### config.mk
export PLATFORM = sky130hd
export DESIGN_NAME = jt89_decim
export DESIGN_NICKNAME = d
export VERILOG_FILES = /design/src/rtl/jt89_decim.sv
export SDC_FILE = /design/constraint.sdc
export NUM_CORES = 1
export LEC_CHECK = 0
export ABC_AREA = 1
export CELL_PAD_IN_SITES_DETAIL_PLACEMENT = 2
export CELL_PAD_IN_SITES_GLOBAL_PLACEMENT = 2
export CORE_UTILIZATION = 29
export DETAILED_ROUTE_END_ITERATION = 16
export GPL_TIMING_DRIVEN = 0
export PLACE_DENSITY = 0.8
export SLEW_MARGIN = 20
export SYNTH_ARGS = -nofsm -noshare
export SYNTH_HDL_FRONTEND = slang
export SYNTH_SLANG_ARGS = --single-unit
export TNS_END_PERCENT = 5
### constraint.sdc
create_clock -name clk -period 6.36 [get_ports clk]
set_clock_uncertainty 0.2 [all_clocks]
set_input_delay 0.954 -clock clk [delete_from_list [all_inputs] [get_ports clk]]
set_output_delay 0.954 -clock clk [all_outputs]
set_load 0.05 [all_outputs]
### src/rtl/jt89_decim.sv
// Decimating output stage for the jt89 PSG mix: block-averages 2^DECIM_W samples,
// then applies a left-shift gain with saturation. Optional DC blocker via JT89_DC_REMOVE_EN.
module jt89_decim #(
  parameter int DECIM_W = 2
) (
  input  logic               clk,
  input  logic               rst,
  input  logic               cen,
  input  logic signed [11:0] din,
  input  logic        [2:0]  gain,
  input  logic               clip_clr,
  output logic signed [15:0] sample,
  output logic               sample_valid,
  output logic               clip
);

  localparam int AW = 12 + DECIM_W;

  logic signed [AW-1:0] acc_reg;
  logic signed [AW-1:0] sum;
  logic signed [AW-1:0] sum_shr;
  logic                 last;
  logic signed [11:0]   avg_reg;
  logic                 avg_valid_reg;

  assign sum     = acc_reg + AW'(din);
  assign sum_shr = sum >>> DECIM_W;

  generate
    if (DECIM_W > 0) begin : g_cnt
      logic [DECIM_W-1:0] cnt_reg;
      assign last = &cnt_reg;
      always_ff @(posedge clk or posedge rst) begin
        if (rst) begin
          cnt_reg <= '0;
        end else if (cen) begin
          cnt_reg <= last ? '0 : cnt_reg + 1'b1;
        end
      end
    end else begin : g_nocnt
      assign last = 1'b1;
    end
  endgenerate

  // Stage 1: accumulate; the block average leaves on the final sample of each block.
  always_ff @(posedge clk or posedge rst) begin
    if (rst) begin
      acc_reg       <= '0;
      avg_reg       <= '0;
      avg_valid_reg <= 1'b0;
    end else begin
      avg_valid_reg <= 1'b0;
      if (cen) begin
        if (last) begin
          acc_reg       <= '0;
          avg_reg       <= sum_shr[11:0];
          avg_valid_reg <= 1'b1;
        end else begin
          acc_reg <= sum;
        end
      end
    end
  end

  logic signed [11:0] x_val;
  logic               x_valid;

`ifdef JT89_DC_REMOVE_EN
  // dc_reg carries the DC estimate with 6 fractional bits; one-pole tracker, alpha = 1/64.
  logic signed [17:0] dc_reg;
  logic signed [18:0] dc_diff;
  logic signed [12:0] x_full;
  logic signed [17:0] dc_int;
  logic signed [11:0] x_reg;
  logic               x_valid_reg;

  assign dc_diff = (19'(avg_reg) <<< 6) - 19'(dc_reg);
  assign dc_int  = dc_reg >>> 6;
  assign x_full  = 13'(avg_reg) - 13'(dc_int);

  always_ff @(posedge clk or posedge rst) begin
    if (rst) begin
      dc_reg      <= '0;
      x_reg       <= '0;
      x_valid_reg <= 1'b0;
    end else begin
      x_valid_reg <= avg_valid_reg;
      if (avg_valid_reg) begin
        dc_reg <= dc_reg + 18'(dc_diff >>> 6);
        if (x_full > 13'sd2047)
          x_reg <= 12'sd2047;
        else if (x_full < -13'sd2048)
          x_reg <= -12'sd2048;
        else
          x_reg <= x_full[11:0];
      end
    end
  end

  assign x_val   = x_reg;
  assign x_valid = x_valid_reg;
`else
  assign x_val   = avg_reg;
  assign x_valid = avg_valid_reg;
`endif

  // Gain stage: 2047 << 7 still fits in 20 signed bits, so the shift itself never wraps.
  logic signed [19:0] shifted_reg;
  logic               shifted_valid_reg;

  always_ff @(posedge clk or posedge rst) begin
    if (rst) begin
      shifted_reg       <= '0;
      shifted_valid_reg <= 1'b0;
    end else begin
      shifted_valid_reg <= x_valid;
      if (x_valid)
        shifted_reg <= 20'(x_val) <<< gain;
    end
  end

  logic ovf_hi;
  logic ovf_lo;
  assign ovf_hi = shifted_reg > 20'sd32767;
  assign ovf_lo = shifted_reg < -20'sd32768;

  // Saturation stage; a clip event wins over a simultaneous clear.
  always_ff @(posedge clk or posedge rst) begin
    if (rst) begin
      sample       <= '0;
      sample_valid <= 1'b0;
      clip         <= 1'b0;
    end else begin
      sample_valid <= shifted_valid_reg;
      if (shifted_valid_reg) begin
        if (ovf_hi)
          sample <= 16'sh7fff;
        else if (ovf_lo)
          sample <= -16'sh8000;
        else
          sample <= shifted_reg[15:0];
      end
      if (shifted_valid_reg && (ovf_hi || ovf_lo))
        clip <= 1'b1;
      else if (clip_clr)
        clip <= 1'b0;
    end
  end

endmodule

==> results_dict.tcl <==
set metrics [dict create \
    report.final.setup_viol 0 \
    critical_path.n_buffers_inverters 3 \
    initial_core_util 0.302 \
    vias_per_instance 4.72 \
    yosys-top-cells-count "155 x nand2_1, 69 x inv_1, 67 x dfrtp_1, 33 x nor2_1, 29 x nand3_1" \
    grt_first_pass_wirelength_um 18400 \
    gr-total-overflow 0 \
    cts-resized-gates 0 \
    synthXorXnorAreaFrac 0.0119 \
    drt-total-wl_um 10700 \
    crit_path_max_incr_delay_ns 0.46 \
    syn-num-nets 514 \
    drt_first_iter_violations 62 \
    finalNetCount 562 \
    drt_drc_violations_left 0 \
    ir_worst_vdd_v 0.000130 \
    rows 40 \
    dp.final_hpwl_um 8400 \
    timing.fmax_mhz 363 \
    critical_path_end_type "register" \
    worst_slew_pin_slew_ns 0.519 \
    clock_latency_ns 0.34 \
    max_cap_violations 0 \
    h-tree-depth 3 \
    synthesis.yosys.warnings 0 \
    fin_hold_ws_ns 0.180 \
    number_of_max_slew_violations_in_the_final_report 0 \
    flow.area_growth_from_synthesis_pct 25.4 \
    synth.distinct_cells 32 \
    top_level_ports 37 \
    worst_setup_hold_path_clk_slew_ns 0.06 \
    coreArea_um2 12200 \
    final-hold-violation-count 0 \
    max-clock-path-buffers 2 \
    outcome "finished, final reports clean" \
    synth_enable_flop_cells 0 \
    cts_tree "done" \
    detail_route.first_pass.iterations 4 \
    yosysMostFrequentCell "nand2_1" \
    die_area_um2 13200 \
    antenna-diode-count 0 \
    share_of_synthesized_cell_area_in_and_or_nand_and_nor_gates 0.264 \
    synth.area.mux_share 0.00305 \
    ys.flop_type "dfrtp_1" \
    timing.final.crit_period_ns 2.76 \
    final_util 0.378 \
    clockRootBuffer "clkbuf_16" \
    globalplace.congestion 0.837 \
    start_kind "input pin" \
    synth.top_cell.area_share 0.455 \
    timing_worst_setup_path_type "input pin to register" \
    antenna_left 0 \
    critical_path_cell_by_cell "clkdlybuf4s50_1 -> ha_1 -> inv_1 -> fa_1 -> nor2_1 -> nor2_1 -> inv_1 -> nand2_1 -> nand3_1 -> nand2_1 -> nand3_1 -> nand2_1" \
    required_ns 6.39 \
    post_cts_setup_buffer_count 0 \
    critical_path.slowest_cell "clkdlybuf4s50_1" \
    timing.hold.worst.class "register to register" \
    antenna_found_initial 0 \
    grt_start_max_net_pins 39 \
    postCtsHoldBufs 0 \
    tritoncts_num_sinks 67 \
    synth_top_family_by_area "simple AND/OR/NAND/NOR gates" \
    post_synth.cell_area_avg_um2 7.68 \
    cell_repeated_most_along_the_worst_path "nand2_1" \
    synth.area.top_cells "dfrtp_1 45%, nand2_1 16%, inv_1 7.0%" \
    setup_total_negative_slack_ns 0 \
    final_design_area_no_fill_um2 4620 \
    layout_setup_ws_ns 3.60 \
    slew_headroom 0.653 \
    post_dp_cell_area_um2 4280 \
    critical_path_peak_fanout 3 \
    routed_wire_length_per_instance_um 15.3 \
    drive_gt1_frac 0.0769 \
    worst-r2r-setup-slack_ns 4.33 \
    cts_buffers 9 \
    p_leak_nw 2.30 \
    die_x_um 115 \
    rsz0062_at_grt "no" \
    post_synth_fa_ha_maj_area_fraction 0.0530 \
    arrival_ns 2.78 \
    netlist_instances 480 \
    route.vias.total 3312 \
    cellPowerDensity_nw_per_um2 549 \
    total_global_route_track_usage 0.184 \
    synth_area_in_compound_gates 0.121 \
    share_of_async_settable_or_async_resettable_flops_after_synthesis 1.00 \
    die_y_um 115 \
    path_delay_family "simple AND/OR/NAND/NOR gates" \
    place.port_buffers 36 \
    first_global_vias 3801 \
    yosysTopAreaCell "dfrtp_1" \
    pre_cts_ws_ns 3.24 \
    synth-seq-area-share 0.455 \
    netlist_area_um2 3690 \
    final_critical_path_share_of_the_clock_period 0.433 \
    ys_ff_latch 67 \
    largest_register_ffs 19 \
]
[where the power goes]
part | internal [mW] | total (mW) | switching [mW]
registers | 0.623 | 0.750 | 0.127
clock network | 0.384 | 0.584 | 0.201
logic | 0.420 | 1.21 | 0.785
[metrics by stage]
| step | instances | power, mW |
|---|---|---|
| after global placement | 684 | 1.89 |
| final | 701 | 2.54 |
| after detailed placement | 685 | 1.98 |
| after floorplan | 480 | 1.59 |
| after global routing | 701 | 2.75 |
| after CTS | 701 | 2.58 |
[metal layers]
metal,GRT usage,share of wire
met4,0.0848,0.023
met1,0.199,0.42
met3,0.0258,0.018
met5,0,0
met2,0.352,0.54
[worst paths after layout]
kind,startpoint,to,cells past startpoint
setup / recovery,din[0],avg_reg[10]$_DFFE_PP0P_,12
hold / removal,shifted_valid_reg$_DFF_PP0_,sample_valid$_DFF_PP0_,0
setup reg to reg,acc_reg[0]$_DFFE_PP0P_,avg_reg[10]$_DFFE_PP0P_,11
hold reg to reg,shifted_valid_reg$_DFF_PP0_,sample_valid$_DFF_PP0_,0
max in group asynchronous,rst,shifted_reg[4]$_DFFE_PP0P_,3
min in group asynchronous,rst,avg_reg[0]$_DFFE_PP0P_,2
[layout make-up]
type                    instances  area [µm²]
inverters                      73         277
clock buffers                  10         229
clock inverters                 6         114
repair buffers                 37         380
multi-input cells             327        1670
flip-flops and latches         67        1680
well taps                     168         210
plain buffers                  13        67.6
fillers                      1442        7590
[cell usage in the layout (no fill, tap or decap), drive strengths merged, types with 3 or more instances in the layout]
cell type / n
nand2: 158
inv: 72
dfrtp: 67
nor2: 39
clkdlybuf4s50: 36
nand3: 29
o21ai: 28
o22ai: 16
ha: 14
clkbuf: 14
buf: 10
o211ai: 9
a21oi: 8
o221ai: 5
nand3b: 4
a31oi: 4
xor2: 3
nand4: 3
bufinv: 3
[cell families after synthesis]
group           count (synthesis)
fa+ha+maj                      15
flops                          67
simple gates                  235
compound gates                 71
xor+xnor                        5
buf+inv                        86
mux                             1
[worst register-to-register path, cell delays in order (launching register included)]
cell and delay [ns]:
dfrtp_1 0.35, ha_1 0.18, inv_1 0.06, fa_1 0.42
nor2_1 0.12, nor2_1 0.07, inv_1 0.09, nand2_1 0.09
nand3_1 0.09, nand2_1 0.07, nand3_1 0.12, nand2_1 0.07
No activity file was read; power rests on OpenSTA's default activity.
